--- config.mk ---
export PLATFORM = sky130hd
export DESIGN_NAME = sseg_capture_flat
export DESIGN_NICKNAME = d
export VERILOG_FILES = /design/src/rtl/sseg_pkg.sv /design/src/rtl/sseg_capture_if.sv /design/src/rtl/sseg_segment_decode.sv /design/src/rtl/sseg_capture.sv /design/src/flat_wrapper.sv
export SDC_FILE = /design/constraint.sdc
export NUM_CORES = 1
export LEC_CHECK = 0
export BUFFER_PORTS_ARGS = -buffer_cell sky130_fd_sc_hd__buf_2
export CORE_MARGIN = 3
export CORE_UTILIZATION = 23
export DETAILED_ROUTE_END_ITERATION = 7
export SLEW_MARGIN = 20
export SYNTH_ARGS = -nofsm -noshare
export SYNTH_HDL_FRONTEND = slang
export SYNTH_SLANG_ARGS = --single-unit
--- constraint.sdc ---
create_clock -name clock_100Mhz -period 9.1 [get_ports clock_100Mhz]
set_input_delay 0.91 -clock clock_100Mhz [delete_from_list [all_inputs] [get_ports clock_100Mhz]]
set_output_delay 0.91 -clock clock_100Mhz [all_outputs]
set_load 0.05 [all_outputs]
--- src/rtl/sseg_pkg.sv ---
// Shared constants, bus payload and helpers for the seven-segment capture path.
package sseg_pkg;

    localparam int unsigned AN_W  = 4;
    localparam int unsigned SEG_W = 7;
    localparam int unsigned DIG_W = 4;
    localparam int unsigned BCD_W = 16;
    localparam int unsigned BIN_W = 14;

    // Active-low cathode patterns, bit 6 = segment a ... bit 0 = segment g
    localparam logic [SEG_W-1:0] SEG_0     = 7'b0000001;
    localparam logic [SEG_W-1:0] SEG_1     = 7'b1001111;
    localparam logic [SEG_W-1:0] SEG_2     = 7'b0010010;
    localparam logic [SEG_W-1:0] SEG_3     = 7'b0000110;
    localparam logic [SEG_W-1:0] SEG_4     = 7'b1001100;
    localparam logic [SEG_W-1:0] SEG_5     = 7'b0100100;
    localparam logic [SEG_W-1:0] SEG_6     = 7'b0100000;
    localparam logic [SEG_W-1:0] SEG_7     = 7'b0001111;
    localparam logic [SEG_W-1:0] SEG_8     = 7'b0000000;
    localparam logic [SEG_W-1:0] SEG_9     = 7'b0000100;
    localparam logic [SEG_W-1:0] SEG_BLANK = 7'b1111111;

    localparam logic [AN_W-1:0] AN_THOUSANDS = 4'b0111;
    localparam logic [AN_W-1:0] AN_HUNDREDS  = 4'b1011;
    localparam logic [AN_W-1:0] AN_TENS      = 4'b1101;
    localparam logic [AN_W-1:0] AN_UNITS     = 4'b1110;
    localparam logic [AN_W-1:0] AN_IDLE      = 4'b1111;

    localparam logic [1:0] WAIT_START = 2'd0;
    localparam logic [1:0] COLLECT    = 2'd1;
    localparam logic [1:0] CONVERT    = 2'd2;

    typedef struct packed {
        logic [AN_W-1:0]  anode;
        logic [SEG_W-1:0] seg;
    } sseg_bus_t;

    // BCD to binary with shifts and adds only: 1000 = 512+256+128+64+32+8, 100 = 64+32+4, 10 = 8+2
    function automatic logic [BIN_W-1:0] bcd_to_bin(input logic [BCD_W-1:0] bcd);
        logic [BIN_W-1:0] d3;
        logic [BIN_W-1:0] d2;
        logic [BIN_W-1:0] d1;
        logic [BIN_W-1:0] d0;
        d3 = BIN_W'(bcd[15:12]);
        d2 = BIN_W'(bcd[11:8]);
        d1 = BIN_W'(bcd[7:4]);
        d0 = BIN_W'(bcd[3:0]);
        return (d3 << 9) + (d3 << 8) + (d3 << 7) + (d3 << 6) + (d3 << 5) + (d3 << 3)
             + (d2 << 6) + (d2 << 5) + (d2 << 2)
             + (d1 << 3) + (d1 << 1)
             + d0;
    endfunction

endpackage

--- src/rtl/sseg_capture_if.sv ---
// Display bus plus captured-frame reporting for sseg_capture.
interface sseg_capture_if;
    import sseg_pkg::*;

    logic [AN_W-1:0]  Anode_Activate_in;
    logic [SEG_W-1:0] LED_in;
    logic [BCD_W-1:0] captured_bcd;
    logic [BIN_W-1:0] captured_number;
    logic             number_valid;
    logic             frame_error;
    logic             display_blank;

    modport master (
        output Anode_Activate_in, LED_in,
        input  captured_bcd, captured_number, number_valid, frame_error, display_blank
    );

    modport slave (
        input  Anode_Activate_in, LED_in,
        output captured_bcd, captured_number, number_valid, frame_error, display_blank
    );
endinterface

--- src/rtl/sseg_segment_decode.sv ---
// Combinational active-low cathode pattern to BCD digit decoder.
module sseg_segment_decode
    import sseg_pkg::*;
(
    input  logic [SEG_W-1:0] seg,
    output logic             valid_c,
    output logic [DIG_W-1:0] digit_c
);

    always_comb begin
        valid_c = 1'b1;
        digit_c = '0;
        case (seg)
            SEG_0:   digit_c = 4'd0;
            SEG_1:   digit_c = 4'd1;
            SEG_2:   digit_c = 4'd2;
            SEG_3:   digit_c = 4'd3;
            SEG_4:   digit_c = 4'd4;
            SEG_5:   digit_c = 4'd5;
            SEG_6:   digit_c = 4'd6;
            SEG_7:   digit_c = 4'd7;
            SEG_8:   digit_c = 4'd8;
            SEG_9:   digit_c = 4'd9;
            default: valid_c = 1'b0;
        endcase
    end

endmodule

--- src/rtl/sseg_capture.sv ---
// Captures four-digit frames from a multiplexed seven-segment bus.
// Optional SSEG_CAPTURE_CONSISTENCY_EN: accept a frame only when it repeats the previous one.
module sseg_capture
    import sseg_pkg::*;
#(
    parameter int unsigned SETTLE_CYCLES  = 1024,
    parameter int unsigned TIMEOUT_CYCLES = 1048576
)
(
    input  logic          clock_100Mhz,
    input  logic          reset_n,
    sseg_capture_if.slave sseg
);

    localparam int unsigned STAB_W = 16;
    localparam int unsigned TMO_W  = 25;
    localparam logic [STAB_W-1:0] STAB_HIT = STAB_W'(SETTLE_CYCLES - 2);
    localparam logic [TMO_W-1:0]  TMO_LAST = TMO_W'(TIMEOUT_CYCLES - 1);
    localparam logic [TMO_W-1:0]  TMO_MAX  = TMO_W'(TIMEOUT_CYCLES);

    sseg_bus_t         bus_m;
    sseg_bus_t         bus_s;
    sseg_bus_t         bus_p;
    logic [STAB_W-1:0] stab_cnt;
    logic [TMO_W-1:0]  tmo_cnt;
    logic              bus_changed_c;
    logic              stab_hit_c;
    logic              pos_valid_c;
    logic [1:0]        pos_c;
    logic              dig_valid_c;
    logic [DIG_W-1:0]  digit_c;
    logic              sample_c;
    logic              tmo_fire_c;

    logic [1:0]        state;
    logic [1:0]        state_nx;
    logic [1:0]        exp_pos;
    logic [1:0]        exp_pos_nx;
    logic [BCD_W-1:0]  frame_bcd;
    logic [BCD_W-1:0]  frame_bcd_nx;
    logic              err_c;
    logic              load_c;
    logic              accept_c;

    logic [BCD_W-1:0]  cap_bcd;
    logic [BIN_W-1:0]  cap_number;
    logic              number_valid;
    logic              frame_error;
    logic              display_blank;

    // Two-flop synchronizer plus a history stage for change detection
    always_ff @(posedge clock_100Mhz or negedge reset_n) begin
        if (!reset_n) begin
            bus_m <= {AN_IDLE, SEG_BLANK};
            bus_s <= {AN_IDLE, SEG_BLANK};
            bus_p <= {AN_IDLE, SEG_BLANK};
        end else begin
            bus_m <= {sseg.Anode_Activate_in, sseg.LED_in};
            bus_s <= bus_m;
            bus_p <= bus_s;
        end
    end

    assign bus_changed_c = (bus_s != bus_p);
    assign stab_hit_c    = !bus_changed_c && (stab_cnt == STAB_HIT);

    always_ff @(posedge clock_100Mhz or negedge reset_n) begin
        if (!reset_n) begin
            stab_cnt <= '0;
        end else if (bus_changed_c) begin
            stab_cnt <= '0;
        end else if (stab_cnt != '1) begin
            stab_cnt <= stab_cnt + STAB_W'(1);
        end
    end

    // Digit position 3 = thousands ... 0 = units; any other anode value is idle
    always_comb begin
        pos_valid_c = 1'b1;
        pos_c       = 2'd0;
        case (bus_s.anode)
            AN_THOUSANDS: pos_c = 2'd3;
            AN_HUNDREDS:  pos_c = 2'd2;
            AN_TENS:      pos_c = 2'd1;
            AN_UNITS:     pos_c = 2'd0;
            default:      pos_valid_c = 1'b0;
        endcase
    end

    sseg_segment_decode u_decode (
        .seg     (bus_s.seg),
        .valid_c (dig_valid_c),
        .digit_c (digit_c)
    );

    assign sample_c   = stab_hit_c && pos_valid_c;
    assign tmo_fire_c = !sample_c && (tmo_cnt == TMO_LAST);

    always_ff @(posedge clock_100Mhz or negedge reset_n) begin
        if (!reset_n) begin
            tmo_cnt       <= '0;
            display_blank <= 1'b0;
        end else if (sample_c) begin
            tmo_cnt       <= '0;
            display_blank <= 1'b0;
        end else if (tmo_cnt != TMO_MAX) begin
            tmo_cnt <= tmo_cnt + TMO_W'(1);
            if (tmo_fire_c) begin
                display_blank <= 1'b1;
            end
        end
    end

    always_comb begin
        state_nx     = state;
        exp_pos_nx   = exp_pos;
        frame_bcd_nx = frame_bcd;
        err_c        = 1'b0;
        load_c       = 1'b0;
        case (state)
            WAIT_START: begin
                if (sample_c && (pos_c == 2'd3) && dig_valid_c) begin
                    frame_bcd_nx[15:12] = digit_c;
                    exp_pos_nx          = 2'd2;
                    state_nx            = COLLECT;
                end
            end
            COLLECT: begin
                if (sample_c) begin
                    if ((pos_c != exp_pos) || !dig_valid_c) begin
                        err_c    = 1'b1;
                        state_nx = WAIT_START;
                    end else begin
                        frame_bcd_nx[{exp_pos, 2'b00} +: DIG_W] = digit_c;
                        if (exp_pos == 2'd0) begin
                            state_nx = CONVERT;
                        end else begin
                            exp_pos_nx = exp_pos - 2'd1;
                        end
                    end
                end
            end
            CONVERT: begin
                load_c   = 1'b1;
                state_nx = WAIT_START;
            end
            default: state_nx = WAIT_START;
        endcase
        if (tmo_fire_c) begin
            state_nx = WAIT_START;
        end
    end

    always_ff @(posedge clock_100Mhz or negedge reset_n) begin
        if (!reset_n) begin
            state       <= WAIT_START;
            exp_pos     <= 2'd2;
            frame_bcd   <= '0;
            frame_error <= 1'b0;
        end else begin
            state       <= state_nx;
            exp_pos     <= exp_pos_nx;
            frame_bcd   <= frame_bcd_nx;
            frame_error <= err_c;
        end
    end

`ifdef SSEG_CAPTURE_CONSISTENCY_EN
    logic             cand_valid;
    logic [BCD_W-1:0] cand_bcd;

    assign accept_c = load_c && cand_valid && (cand_bcd == frame_bcd);

    // Candidate is the last converted frame; a timeout forgets it
    always_ff @(posedge clock_100Mhz or negedge reset_n) begin
        if (!reset_n) begin
            cand_valid <= 1'b0;
            cand_bcd   <= '0;
        end else if (tmo_fire_c) begin
            cand_valid <= 1'b0;
        end else if (load_c) begin
            cand_valid <= 1'b1;
            cand_bcd   <= frame_bcd;
        end
    end
`else
    assign accept_c = load_c;
`endif

    always_ff @(posedge clock_100Mhz or negedge reset_n) begin
        if (!reset_n) begin
            cap_bcd      <= '0;
            cap_number   <= '0;
            number_valid <= 1'b0;
        end else begin
            number_valid <= accept_c;
            if (accept_c) begin
                cap_bcd    <= frame_bcd;
                cap_number <= bcd_to_bin(frame_bcd);
            end
        end
    end

    assign sseg.captured_bcd    = cap_bcd;
    assign sseg.captured_number = cap_number;
    assign sseg.number_valid    = number_valid;
    assign sseg.frame_error     = frame_error;
    assign sseg.display_blank   = display_blank;

endmodule

--- src/flat_wrapper.sv ---
// flat-port wrapper written by rule: the top's interface ports become plain ports
module sseg_capture_flat import sseg_pkg::*;
#(
    parameter int unsigned SETTLE_CYCLES  = 1024,
    parameter int unsigned TIMEOUT_CYCLES = 1048576
)
  (clock_100Mhz, reset_n, sseg_Anode_Activate_in, sseg_LED_in, sseg_captured_bcd, sseg_captured_number, sseg_number_valid, sseg_frame_error, sseg_display_blank);
  sseg_capture_if sseg_i ();
  input  logic clock_100Mhz;
  input  logic reset_n;
  input wire logic [$bits(sseg_i.Anode_Activate_in)-1:0] sseg_Anode_Activate_in;
  input wire logic [$bits(sseg_i.LED_in)-1:0] sseg_LED_in;
  output wire logic [$bits(sseg_i.captured_bcd)-1:0] sseg_captured_bcd;
  output wire logic [$bits(sseg_i.captured_number)-1:0] sseg_captured_number;
  output wire logic [$bits(sseg_i.number_valid)-1:0] sseg_number_valid;
  output wire logic [$bits(sseg_i.frame_error)-1:0] sseg_frame_error;
  output wire logic [$bits(sseg_i.display_blank)-1:0] sseg_display_blank;
  assign sseg_i.Anode_Activate_in = sseg_Anode_Activate_in;
  assign sseg_i.LED_in = sseg_LED_in;
  assign sseg_captured_bcd = sseg_i.captured_bcd;
  assign sseg_captured_number = sseg_i.captured_number;
  assign sseg_number_valid = sseg_i.number_valid;
  assign sseg_frame_error = sseg_i.frame_error;
  assign sseg_display_blank = sseg_i.display_blank;
  sseg_capture #(.SETTLE_CYCLES(SETTLE_CYCLES), .TIMEOUT_CYCLES(TIMEOUT_CYCLES)) u_core (.clock_100Mhz(clock_100Mhz), .reset_n(reset_n), .sseg(sseg_i));
endmodule
# ---- Yosys cells after proc, flatten, opt, wreduce, memory -nomap -nowiden
# Cells that the tools add are included.
dict set report totals {
  reg_bits 127
  latchBits 0
  ramBits 0
  mem_bits_ro 0
  inputBits 13
  out_inout_bits 33
  word_cells 118
  n_memories 0
}
dict set report op_classes {
  n_addsub 15
  n_mul 0
  div_mod_pow 0
  order_cmp 0
  eq_ne 29
  shift 2
  n_mux 31
  bitwise_logic 1
  n_reduce_logical 23
}
# operator count
set ops {}
lappend ops {{16-bit 2-to-1 mux} 4}
lappend ops {{25-bit 2-to-1 mux} 2}
lappend ops {{4-bit one-hot mux with 9 select lines} 1}
lappend ops {{14-bit by 10-bit adder with 14-bit output} 2}
lappend ops {{14-bit by 7-bit adder with 14-bit output} 2}
lappend ops {{14-bit by 9-bit adder with 14-bit output} 2}
lappend ops {{25-bit by 1-bit adder with 25-bit output, second input constant} 1}
lappend ops {{25-bit by 20-bit equality test with 1-bit output, second input constant} 1}
lappend ops {{25-bit by 21-bit inequality test with 1-bit output, second input constant} 1}
lappend ops {{2-bit 2-to-1 mux} 9}
lappend ops {{16-bit by 1-bit adder with 16-bit output, second input constant} 1}
lappend ops {{16-bit bitwise mux} 1}
lappend ops {{16-bit by 10-bit equality test with 1-bit output, second input constant} 1}
lappend ops {{16-bit inequality test, second input constant} 1}
lappend ops {{4-bit by 6-bit variable shift with 16-bit output, first input constant} 1}
lappend ops {{4-bit by 6-bit indexed part select with 16-bit output} 1}
lappend ops {{13-bit by 12-bit adder with 14-bit output} 1}
lappend ops {{14-bit by 11-bit adder with 14-bit output} 1}
lappend ops {{14-bit by 4-bit adder with 14-bit output} 1}
lappend ops {{14-bit by 5-bit adder with 14-bit output} 1}
lappend ops {{14-bit by 6-bit adder with 14-bit output} 1}
lappend ops {{7-bit by 3-bit equality test with 1-bit output, second input constant} 2}
lappend ops {{7-bit by 6-bit equality test with 1-bit output, second input constant} 2}
lappend ops {{7-bit equality test, second input constant} 2}
lappend ops {{33 further kinds} 59}

# ---- Longest topological paths before layout
# Gate-level depths: netlist of the first run.
dict set report depth {
  word_depth 11
  mapped_depth 14
  mapped_depth_nobuf 14
}

# ---- By module
# A second synthesis of the first run with hierarchy kept.
dict set report unflattened {
  cells_unflattened 656
  hier_area_um2 6850.3
}
# module instances cells_per_inst area_each_um2
set by_module_without_submodules {}
lappend by_module_without_submodules {sseg_capture 1 629 6650.1}
lappend by_module_without_submodules {sseg_segment_decode 1 27 200.2}

# ---- Least setup slack after synthesis of the first run
# OpenSTA, ideal clock, no wires.
dict set report synth_path {
  path_type {register to register}
  from {register u_core.frame_bcd[5]}
  to {register u_core.cap_number[12] (netlist: u_core.sseg.captured_number[12])}
  arrival_time_ps 3522
  slack_ps 5455
  path_stages_with_launch 14
  path_buffers 0
  path_cell_list {dfrtp_1 inv_1 fa_1 inv_1 fa_1 fa_1 ha_1 fa_1 a21o_1 a21oi_1 o21bai_1 a31oi_1 nor4b_1 a211o_1}
}
dict set report synth_via {
  elab_chain_cells 3
}
# item line
set synth_lines {}
lappend synth_lines {{start: declaration} sseg_capture.sv:39} ;# logic [BCD_W-1:0] frame_bcd;
lappend synth_lines {{start signal: assignment} sseg_capture.sv:163} ;# frame_bcd <= frame_bcd_nx;
lappend synth_lines {{14-bit by 7-bit adder with 14-bit output} sseg_pkg.sv:50} ;# + (d1 << 3) + (d1 << 1)
lappend synth_lines {{14-bit by 5-bit adder with 14-bit output (*)} sseg_pkg.sv:50}
lappend synth_lines {{14-bit by 4-bit adder with 14-bit output (*)} sseg_pkg.sv:51} ;# + d0;
lappend synth_lines {{end signal: assignment} sseg_capture.sv:199} ;# cap_number <= bcd_to_bin(frame_bcd);
lappend synth_lines {{end: declaration} sseg_capture.sv:46} ;# logic [BIN_W-1:0] cap_number;
# Mark *: on every way between the ends. The rest lies on a longest branch, timed or not.
# A chain may end at the register's enable or synchronous reset.

# ---- Final worst setup path of the first run
dict set report layout_path {
  from {register u_core.frame_bcd[13]}
  to {register u_core.cap_number[13] (netlist: u_core.sseg.captured_number[13])}
}
dict set report layout_via {
  elab_chain_cells 11
}
# item line
set layout_lines {}
lappend layout_lines {{13-bit by 12-bit adder with 14-bit output} sseg_pkg.sv:48} ;# return (d3 << 9) + (d3 << 8) + (d3 << 7) + (d3 << 6) + (d3 << 5) + (d3 << 3)
lappend layout_lines {{14-bit by 11-bit adder with 14-bit output} sseg_pkg.sv:48}
lappend layout_lines {{14-bit by 10-bit adder with 14-bit output} sseg_pkg.sv:48}
lappend layout_lines {{14-bit by 9-bit adder with 14-bit output} sseg_pkg.sv:48}
lappend layout_lines {{14-bit by 7-bit adder with 14-bit output (*)} sseg_pkg.sv:48}
lappend layout_lines {{14-bit by 10-bit adder with 14-bit output (*)} sseg_pkg.sv:49} ;# + (d2 << 6) + (d2 << 5) + (d2 << 2)
lappend layout_lines {{14-bit by 9-bit adder with 14-bit output (*)} sseg_pkg.sv:49}
lappend layout_lines {{14-bit by 6-bit adder with 14-bit output (*)} sseg_pkg.sv:49}
lappend layout_lines {{14-bit by 7-bit adder with 14-bit output (*)} sseg_pkg.sv:50}
lappend layout_lines {{14-bit by 5-bit adder with 14-bit output (*)} sseg_pkg.sv:50}
lappend layout_lines {{14-bit by 4-bit adder with 14-bit output (*)} sseg_pkg.sv:51}
# Marks and branches as above.

==> results of run 1 <==
-- metal layers --
layer	vias up	wire (um)	part of all wire [%]	track usage (%)
met4	0	231	1.7	3.730
met5	-	0	0	0
met1	2248	6980	50	12.78
met3	16	515	3.7	2.320
met2	65	6206	45	14.55
li1	2306	-	-	-
-- stage by stage --
step | total power (uW) | instances | worst slack [ps]
after floorplan | 601.1 | 660 | 5455
after global placement | 618.9 | 1073 | 5202
after detailed placement | 619.7 | 1073 | 5146
after CTS | 1275 | 1105 | 5153
after global routing | 1305 | 1105 | 4919
final | 1256 | 1105 | 5138
-- path summary, 6_finish.rpt --
check	from	depth (start not counted)	to	slack [ps]
max	u_core.frame_bcd[13]$_DFFE_PN0P_	14	u_core.sseg.captured_number[13]$_DFFE_PN0P_	5140
min	u_core.bus_m[4]$_DFF_PN1_	0	u_core.bus_s[4]$_DFF_PN1_	350
max reg2reg	u_core.frame_bcd[13]$_DFFE_PN0P_	14	u_core.sseg.captured_number[13]$_DFFE_PN0P_	5140
min reg2reg	u_core.bus_m[4]$_DFF_PN1_	0	u_core.bus_s[4]$_DFF_PN1_	350
max in group asynchronous	reset_n	2	u_core.frame_bcd[14]$_DFFE_PN0P_	7200
min in group asynchronous	reset_n	1	u_core.sseg.number_valid$_DFF_PN0_	570
-- power breakdown --
group | switching [uW] | internal [uW] | leakage (uW)
clock | 272 | 375 | 0.000268
sequential | 8.05 | 574 | 0.00163
combinational | 17.7 | 8.89 | 0.00188
-- sequential cells by signal, indices dropped and copies added (netlist names) --
name / cells
u_core.sseg.number_valid: 1
u_core.bus_p: 11
u_core.bus_m: 11
u_core.sseg.display_blank: 1
u_core.bus_s: 11
u_core.sseg.captured_bcd: 15
u_core.state: 2
u_core.sseg.frame_error: 1
u_core.stab_cnt: 16
u_core.frame_bcd: 16
u_core.tmo_cnt: 25
u_core.exp_pos: 2
u_core.sseg.captured_number: 14
-- worst reg2reg max path, stage by stage (launching register included) --
cell and delay [ps]:
dfrtp_1 490, inv_1 180, fa_1 530, inv_1 50, fa_1 470, inv_1 50, fa_1 520, inv_1 40
ha_1 350, o21ai_0 180, nor2_1 90, o31ai_1 330, a21oi_1 130, o41a_1 320, a31oi_1 160
-- cell families after synthesis --
kind of cell / after synthesis / synth area share (%)
muxes: 15 / 2.461
AOI/OAI and AO/OA: 88 / 8.722
DFF: 126 / 46.90
buffers and inverters: 84 / 4.756
xor gates and xnor gates: 52 / 6.684
and+or+nand+nor: 238 / 17.26
adders and majority gates: 57 / 13.22
-- cell usage in the layout (no fill, tap or decap), drive strengths merged, types with 4 or more instances in the layout --
master and n:
nand4 12, nor3 9, or4 4, or3 6
xnor2 23, inv 71, clkinvlp 4, o31ai 6
dfstp 34, clkbuf 19, xor2 29, clkinv 4
mux2 14, nand2b 4, nor4 9, fa 25
o21ai 29, nor2 71, nor3b 4, a21o 5
nor4b 5, nand2 71, buf 47, dfrtp 92
a211oi 6, a21oi 19, nand3 18, and3 9
ha 32, a31oi 4
-- layout make-up --
cell class                      count  area (um2)
Multi-Input combinational cell    450        3294
Tap cell                          384       480.5
Clock buffer                       19       464.2
Inverter                           66       247.7
Timing Repair Buffer               47       242.7
Sequential cell                   126        3196
Fill cell                        3032       20910
Clock inverter                     13       101.3
==> impl_metrics.toml, run 1 <==
[run_status]
outcome = "finished clean"

[timing]
fin_crit_sh_pct = 43.54
period_minus_slack_ps = 3962
finalClockSkew_ps = 9.981
fmax_mhz = 252.4
finalSetupViolCount = 0
slew_headroom_pct = 44.62
holdWs_ps = 352.7
worst_slew_pin_slew_ps = 828.8
grt_setup_unrepaired = "false"
hold_viol = 0
setup_tns_ps = 0
final_max_slew_viol_count = 0

[yosys]
synthCells = 660
seq_area_frac_synth_pct = 46.90
yosysTopAreaCellShare_pct = 33.79
synth-seq-cells = 126
synth_top_area_cell = "dfrtp_1"
synth.yosys.warnings = 0
synth_cell_types = 59
synth_area_mm2 = 0.006814
synth_area_leaders = "dfrtp_1 (34%), dfstp_2 (13%), fa_1 (7.3%)"
ys_top_cells_by_count = "dfrtp_1 (92), nand2_1 (71), nor2_1 (70), inv_1 (66), dfstp_2 (34)"
ys.flop_type = "dfrtp_1"
syn_avg_cell_area_um2 = 10.32
synth-edff-count = 0
syn-num-nets = 730
ys_async_sr_fraction_pct = 100.0
yosysMostFrequentCell = "dfrtp_1"

[placed_design]
place_hpwl_um = 9985
place_congestion = 0.8489
portBuffers = 45
placed_area_mm2 = 0.007461

[detailed_routing]
ant_nets = 0
drt_iter0_drc = 245
drc = 0
via_count = 4635
wl_um = 13930
avgRoutedWirePerCell_um = 12.61
dr.pass1.iters = 4
post_drt_via_cell_ratio = 4.195

[global_route]
globalRouteOverflowTotal = 0
grt_util_all_layers_pct = 9.462
antenna_found_initial = 0
grt_max_degree = 69
grt_pass1_vias = 4690
grt_pass1_wl_um = 23760

[worst_setup_path]
cp-end-kind = "flop"
cp.arrival_ps = 4310
cp-start-kind = "flop"
critPathMaxFanout = 5
path_delay_family = "adder cells"
cp.required_ps = 9450
path_class = "flop to flop"
cp_slowest_stage_delay_ps = 530
cpMostUsedCell = "inv_1"
slowest_stage = "fa_1"
critPathBufInv = 4
cp_cell_sequence = "inv_1 -> fa_1 -> inv_1 -> fa_1 -> inv_1 -> fa_1 -> inv_1 -> ha_1 -> o21ai_0 -> nor2_1 -> o31ai_1 -> a21oi_1 -> o41a_1 -> a31oi_1"

[clock_network]
tritoncts = "built"
insertion_delay_ps = 420
root_buffer = "clkbuf_16"
htreeDepth = 4
cts_max_path_buffers = 2
clk_pin_slew_ps = 60
cts_resized = 0
cts_made_buffers = 17
post_cts_buffers = 0
cts-hold-fix-buffers = 0
clock_sinks = 126

[floorplanning]
core-area_mm2 = 0.02894
initial_core_util_pct = 23.55
die_x_um = 178.1
rows = 62
dieArea_mm2 = 0.03173
pin_count = 46
die_y_um = 178.1

[final_layout]
syn_to_final_growth_pct = 17.79
nets = 778
final_util_pct = 27.74
drive_above_1_share_pct = 19.56
diodes = 0
finalInstanceArea_mm2 = 0.008026

[run]
drv_cap = 0

[power]
p_leak_uw = 0.003777
pwr_density_cell_mw_per_mm2 = 156.4
ir_drop_mv = 0.1180

[min_path]
hold_path_class = "flop to flop"
(Power assumes the default switching activity.)
==> inputs of run 2 (changes only) <==
Clock period 9.1 ns to 3.38 ns, I/O delays scaled along.
==> run 2 against run 1 <==
Against the previous run:
- the run now ends with setup timing left
- highest routed layer unchanged
- utilization is 2.4 points higher
- design area is 8.5% higher
- via count is 5.3% higher
- clock-buffer cell count is 2 higher
- hold slack worse by 9.7 ps
- maximum frequency is 14% higher
- critical path depth is 1 lower
- cell count is 5.4% higher
- critical path type unchanged
- first-iteration DRC count is 5.3% higher
- sequential cell count stayed put
==> impl_metrics.toml, run 2 (synthesis gave the netlist of run 1 again) <==
[run_status]
outcome = "finished with violations"
violations = "setup timing"

[global_route]
globalRouteOverflowTotal = 0
grt_pass1_wl_um = 24540
grt_pass1_vias = 4992
antenna_found_initial = 0
grt_max_degree = 78
grt_util_all_layers_pct = 9.686

[final_layout]
nets = 838
largest_register_ffs = 25
drive_above_1_share_pct = 27.78
syn_to_final_growth_pct = 27.84
final_util_pct = 30.10
diodes = 0
final_common_cell = "dfrtp_1"
top_register = "u_core.tmo_cnt"
top_regs = "u_core.tmo_cnt x25, u_core.frame_bcd x16, u_core.stab_cnt x16"
final_cell_mix = "dfrtp_1 (91), nand2_1 (71), nor2_1 (69)"

[worst_setup_path]
worstRegToRegCells = 13
cp.arrival_ps = 3810
r2r-end = "u_core.sseg.captured_number[12]$_DFFE_PN0P_"
rrSetupSlack_ps = -100
r2r-start = "u_core.frame_bcd[5]$_DFFE_PN0P_"
cp-start-kind = "flop"
cp.required_ps = 3700
setup.worst_path.start = "u_core.frame_bcd[5]$_DFFE_PN0P_"
path_class = "flop to flop"
critPathMaxFanout = 2
cp-end-kind = "flop"

[placed_design]
place_hpwl_um = 9914
portBuffers = 45
place_congestion = 0.8244
post-place-ws_ps = -146.4

[floorplanning]
die_x_um = 178.1
die_y_um = 178.1
pin_count = 46
core-area_mm2 = 0.02894
dieArea_mm2 = 0.03173
rows = 62
initial_core_util_pct = 23.55

[clock_network]
tritoncts = "built"
cts_max_path_buffers = 2
root_buffer = "clkbuf_16"
clock_sinks = 126
insertion_delay_ps = 430
cts_made_buffers = 17
htreeDepth = 4
clk_pin_slew_ps = 60

[timing]
worst_slew_pin_slew_ps = 672.5
fin_crit_sh_pct = 103.1
worst_slack_ps = -104.7
finalSetupViolCount = 4
final_max_slew_viol_count = 0
hold_viol = 0
fmax_mhz = 287.0
period_minus_slack_ps = 3485
slew_headroom_pct = 54.75
grt_setup_unrepaired = "true"
finalClockSkew_ps = 20.62

[detailed_routing]
post_drt_via_cell_ratio = 4.188
drc = 0
drt_iter0_drc = 258
dr.pass1.iters = 7
ant_nets = 0
avgRoutedWirePerCell_um = 12.41
via_count = 4879
wl_um = 14460

[min_path]
hold_path_class = "primary input to async pin"

[run]
drv_cap = 0

[power]
p_leak_uw = 0.004099
pwr_density_cell_mw_per_mm2 = 411.0
ir_drop_mv = 0.3801
## run 2: critical path, stage by stage, from the launching register on
cell and delay (ps):
dfrtp_1 360, inv_2 60, fa_1 540, inv_1 50, fa_1 490, fa_1 420
ha_2 200, fa_2 340, a21o_1 170, a21oi_2 160, o21bai_2 100, a31oi_2 190
nor4b_2 70, a211o_1 240
## run 2: per-layer routing
layer | share of wire, % | GRT usage (%) | vias up | routed length [um]
met4 | 1.2 | 3.174 | 0 | 178
li1 | - | - | 2433 | -
met2 | 47 | 15.44 | 77 | 6785
met3 | 3.8 | 3.108 | 17 | 547
met1 | 48 | 12.43 | 2352 | 6951
met5 | 0 | 0 | - | 0
## run 2: cell type report
type / count / area (um2)
Timing Repair Buffer: 107 / 759.5
Inverter: 66 / 250.2
Clock buffer: 21 / 514.2
Multi-Input combinational cell: 450 / 3400
Clock inverter: 11 / 110.1
Fill cell: 2966 / 20220
Sequential cell: 126 / 3197
Tap cell: 384 / 480.5
## run 2: worst max path at each step
| stage | to | slack, ps | cells after the start |
|---|---|---|---|
| global route | u_core.sseg.captured_number[12]$_DFFE_PN0P_ | -270 | 13 |
| global placement | u_core.sseg.captured_number[13]$_DFFE_PN0P_ | -90 | 14 |
| detailed placement | u_core.sseg.captured_number[13]$_DFFE_PN0P_ | -150 | 14 |
| floorplan | u_core.sseg.captured_number[12]$_DFFE_PN0P_ | -20 | 13 |
| CTS | u_core.sseg.captured_number[12]$_DFFE_PN0P_ | -110 | 13 |
| finish | u_core.sseg.captured_number[12]$_DFFE_PN0P_ | -100 | 13 |
## run 2: repair_timing
action | CTS | global route
resized for setup | 11 | 15
hold endpoints to repair | 9 | 23
endpoints found under the setup margin | 4 | 6
pin swaps | 9 | 6
hold buffers | 9 | 3
setup buffers | 10 | 5
## run 2: per-stage QoR
stage	std cells	instance area [um2]	total power [uW]	hold WS, ps	TNS (ps)
after floorplan	660	6847	1618	42.41	-22.45
after global placement	1109	7776	1670	346.0	-196.5
after detailed placement	1109	7776	1671	347.2	-414.7
after CTS	1160	8587	3628	1.002	-280.3
after global routing	1165	8711	3732	353.3	-906.3
final	1165	8711	3580	343.0	-195.6
## run 2: power breakdown
part           switching (uW)  internal, uW
combinational            49.9          38.7
sequential               21.3          1550
clock                     747          1180
==> inputs of run 3 (changes only) <==
Settings changed: CELL_PAD_IN_SITES_DETAIL_PLACEMENT from default to 1, CELL_PAD_IN_SITES_GLOBAL_PLACEMENT from default to 1, PLACE_DENSITY_LB_ADDON from default to 0.1.
==> run 3 against run 2 <==
Against the previous run:
- the flow still finishes with violations (setup timing)
- clock-buffer cell count stayed put
- design area down 2.1%
- global-route usage increased by 1.8 points
- sequential cell count unchanged
- largest cell class unchanged
==> impl_metrics.toml, run 3 (synthesis gave the netlist of run 1 again) <==
[clock_network]
htreeDepth = 4
cts_max_path_buffers = 2
cts_made_buffers = 17
clk_pin_slew_ps = 60
tritoncts = "built"
insertion_delay_ps = 420
root_buffer = "clkbuf_16"
clock_sinks = 126

[global_route]
grt_util_all_layers_pct = 11.49
globalRouteOverflowTotal = 0
grt_pass1_vias = 5451
grt_pass1_wl_um = 28840
antenna_found_initial = 0
grt_max_degree = 42

[timing]
grt_setup_unrepaired = "true"
final_max_slew_viol_count = 0
worst_slack_ps = -134.2
hold_viol = 0
period_minus_slack_ps = 3514
fin_crit_sh_pct = 104.0
holdWs_ps = 27.87
fmax_mhz = 284.6
slew_headroom_pct = 49.21
finalSetupViolCount = 4
finalClockSkew_ps = 9.865
setup_tns_ps = -329.1
worst_slew_pin_slew_ps = 753.8

[worst_setup_path]
cp_slowest_stage_delay_ps = 530
slowest_stage = "fa_1"
critPathMaxFanout = 2
cp-start-kind = "flop"
cp-end-kind = "flop"
cp_cell_sequence = "inv_2 -> fa_1 -> inv_1 -> fa_1 -> fa_1 -> ha_2 -> fa_2 -> a21o_1 -> a21oi_2 -> o21bai_2 -> a31oi_2 -> nor4b_2 -> a211o_1"
cp.required_ps = 3680
path_class = "flop to flop"
cp.arrival_ps = 3820
cpMostUsedCell = "fa_1"

[detailed_routing]
dr.pass1.iters = 4
drt_iter0_drc = 133
ant_nets = 0
post_drt_via_cell_ratio = 4.299
wl_um = 17110
drc = 0
via_count = 4978
avgRoutedWirePerCell_um = 14.78

[placed_design]
place_hpwl_um = 12630
place_congestion = 0.7715
portBuffers = 45

[final_layout]
diodes = 0
final_util_pct = 29.49
nets = 831
final_common_cell = "dfrtp_1"
largest_register_ffs = 25
top_regs = "u_core.tmo_cnt x25, u_core.frame_bcd x16, u_core.stab_cnt x16"
drive_above_1_share_pct = 27.00
syn_to_final_growth_pct = 25.21
top_register = "u_core.tmo_cnt"
final_cell_mix = "dfrtp_1 (91), nand2_1 (71), nor2_1 (69)"

[floorplanning]
initial_core_util_pct = 23.55
die_y_um = 178.1
dieArea_mm2 = 0.03173
core-area_mm2 = 0.02894
die_x_um = 178.1
rows = 62
pin_count = 46

[power]
ir_drop_mv = 0.2225
pwr_density_cell_mw_per_mm2 = 397.6
p_leak_uw = 0.003998

[min_path]
hold_path_class = "primary input to flop"

[run_status]
violations = "setup timing"
outcome = "finished with violations"

[run]
drv_cap = 0
==> run 3: layout make-up <==
type	count	area, um2
clock inverter	11	96.34
clock buffer	21	450.4
inverter	66	247.7
tap	384	480.5
multi-input combinational	450	3395
sequential	126	3197
timing repair buffer	100	665.6
fill	3333	20400
==> run 3: path summary, 6_finish.rpt <==
check	start	to	depth (start not counted)	slack [ps]
setup reg to reg	u_core.frame_bcd[5]$_DFFE_PN0P_	u_core.sseg.captured_number[12]$_DFFE_PN0P_	13	-130
min in group asynchronous	reset_n	u_core.frame_bcd[0]$_DFFE_PN0P_	2	470
hold reg to reg	u_core.bus_m[4]$_DFF_PN1_	u_core.bus_s[4]$_DFF_PN1_	0	350
hold / removal	sseg_LED_in[2]	u_core.bus_m[2]$_DFF_PN1_	1	30
max in group asynchronous	reset_n	u_core.bus_m[2]$_DFF_PN1_	3	2040
setup / recovery	u_core.frame_bcd[5]$_DFFE_PN0P_	u_core.sseg.captured_number[12]$_DFFE_PN0P_	13	-130
==> run 3: timing repair <==
| action | CTS | global route |
|---|---|---|
| gates resized for setup | 5 | 16 |
| pin swaps | 2 | 8 |
| hold buffers | 10 | 0 |
| setup endpoints to repair | 4 | 6 |
| endpoints found under the hold margin | 47 | 0 |
| gates cloned | 0 | 0 |
| setup buffers | 2 | 2 |
==> run 3: power by group <==
group          internal, uW  total, uW  switching, uW
sequential             1550       1570           21.7
combinational          33.4       85.9           52.5
clock                  1030       1740            714
total                  2600       3390            788
==> run 3: per-stage QoR <==
| step | instances | power [uW] | worst slack [ps] | area (um2) |
|---|---|---|---|---|
| after global placement | 1113 | 1672 | -99.58 | 7794 |
| after global routing | 1158 | 3559 | -295.9 | 8532 |
| final | 1158 | 3393 | -134.2 | 8532 |
| after detailed placement | 1113 | 1674 | -194.3 | 7794 |
| after floorplan | 660 | 1618 | -22.45 | 6847 |
| after CTS | 1157 | 3481 | -165.5 | 8463 |
==> run 3: worst max-delay path, delay by kind of cell, from the launching register on <==
family / cells / cell delay [ps]
compound gates: 5 / 890
flops: 1 / 370
fa+ha+maj: 5 / 1980
buf+inv: 2 / 110
simple gates: 1 / 70
==> run 3: routing by layer <==
layer | GRT usage [%] | wire [um]
met5 | 0 | 0
met4 | 3.305 | 214
met3 | 2.639 | 499
met1 | 15.16 | 8249
met2 | 18.82 | 8149
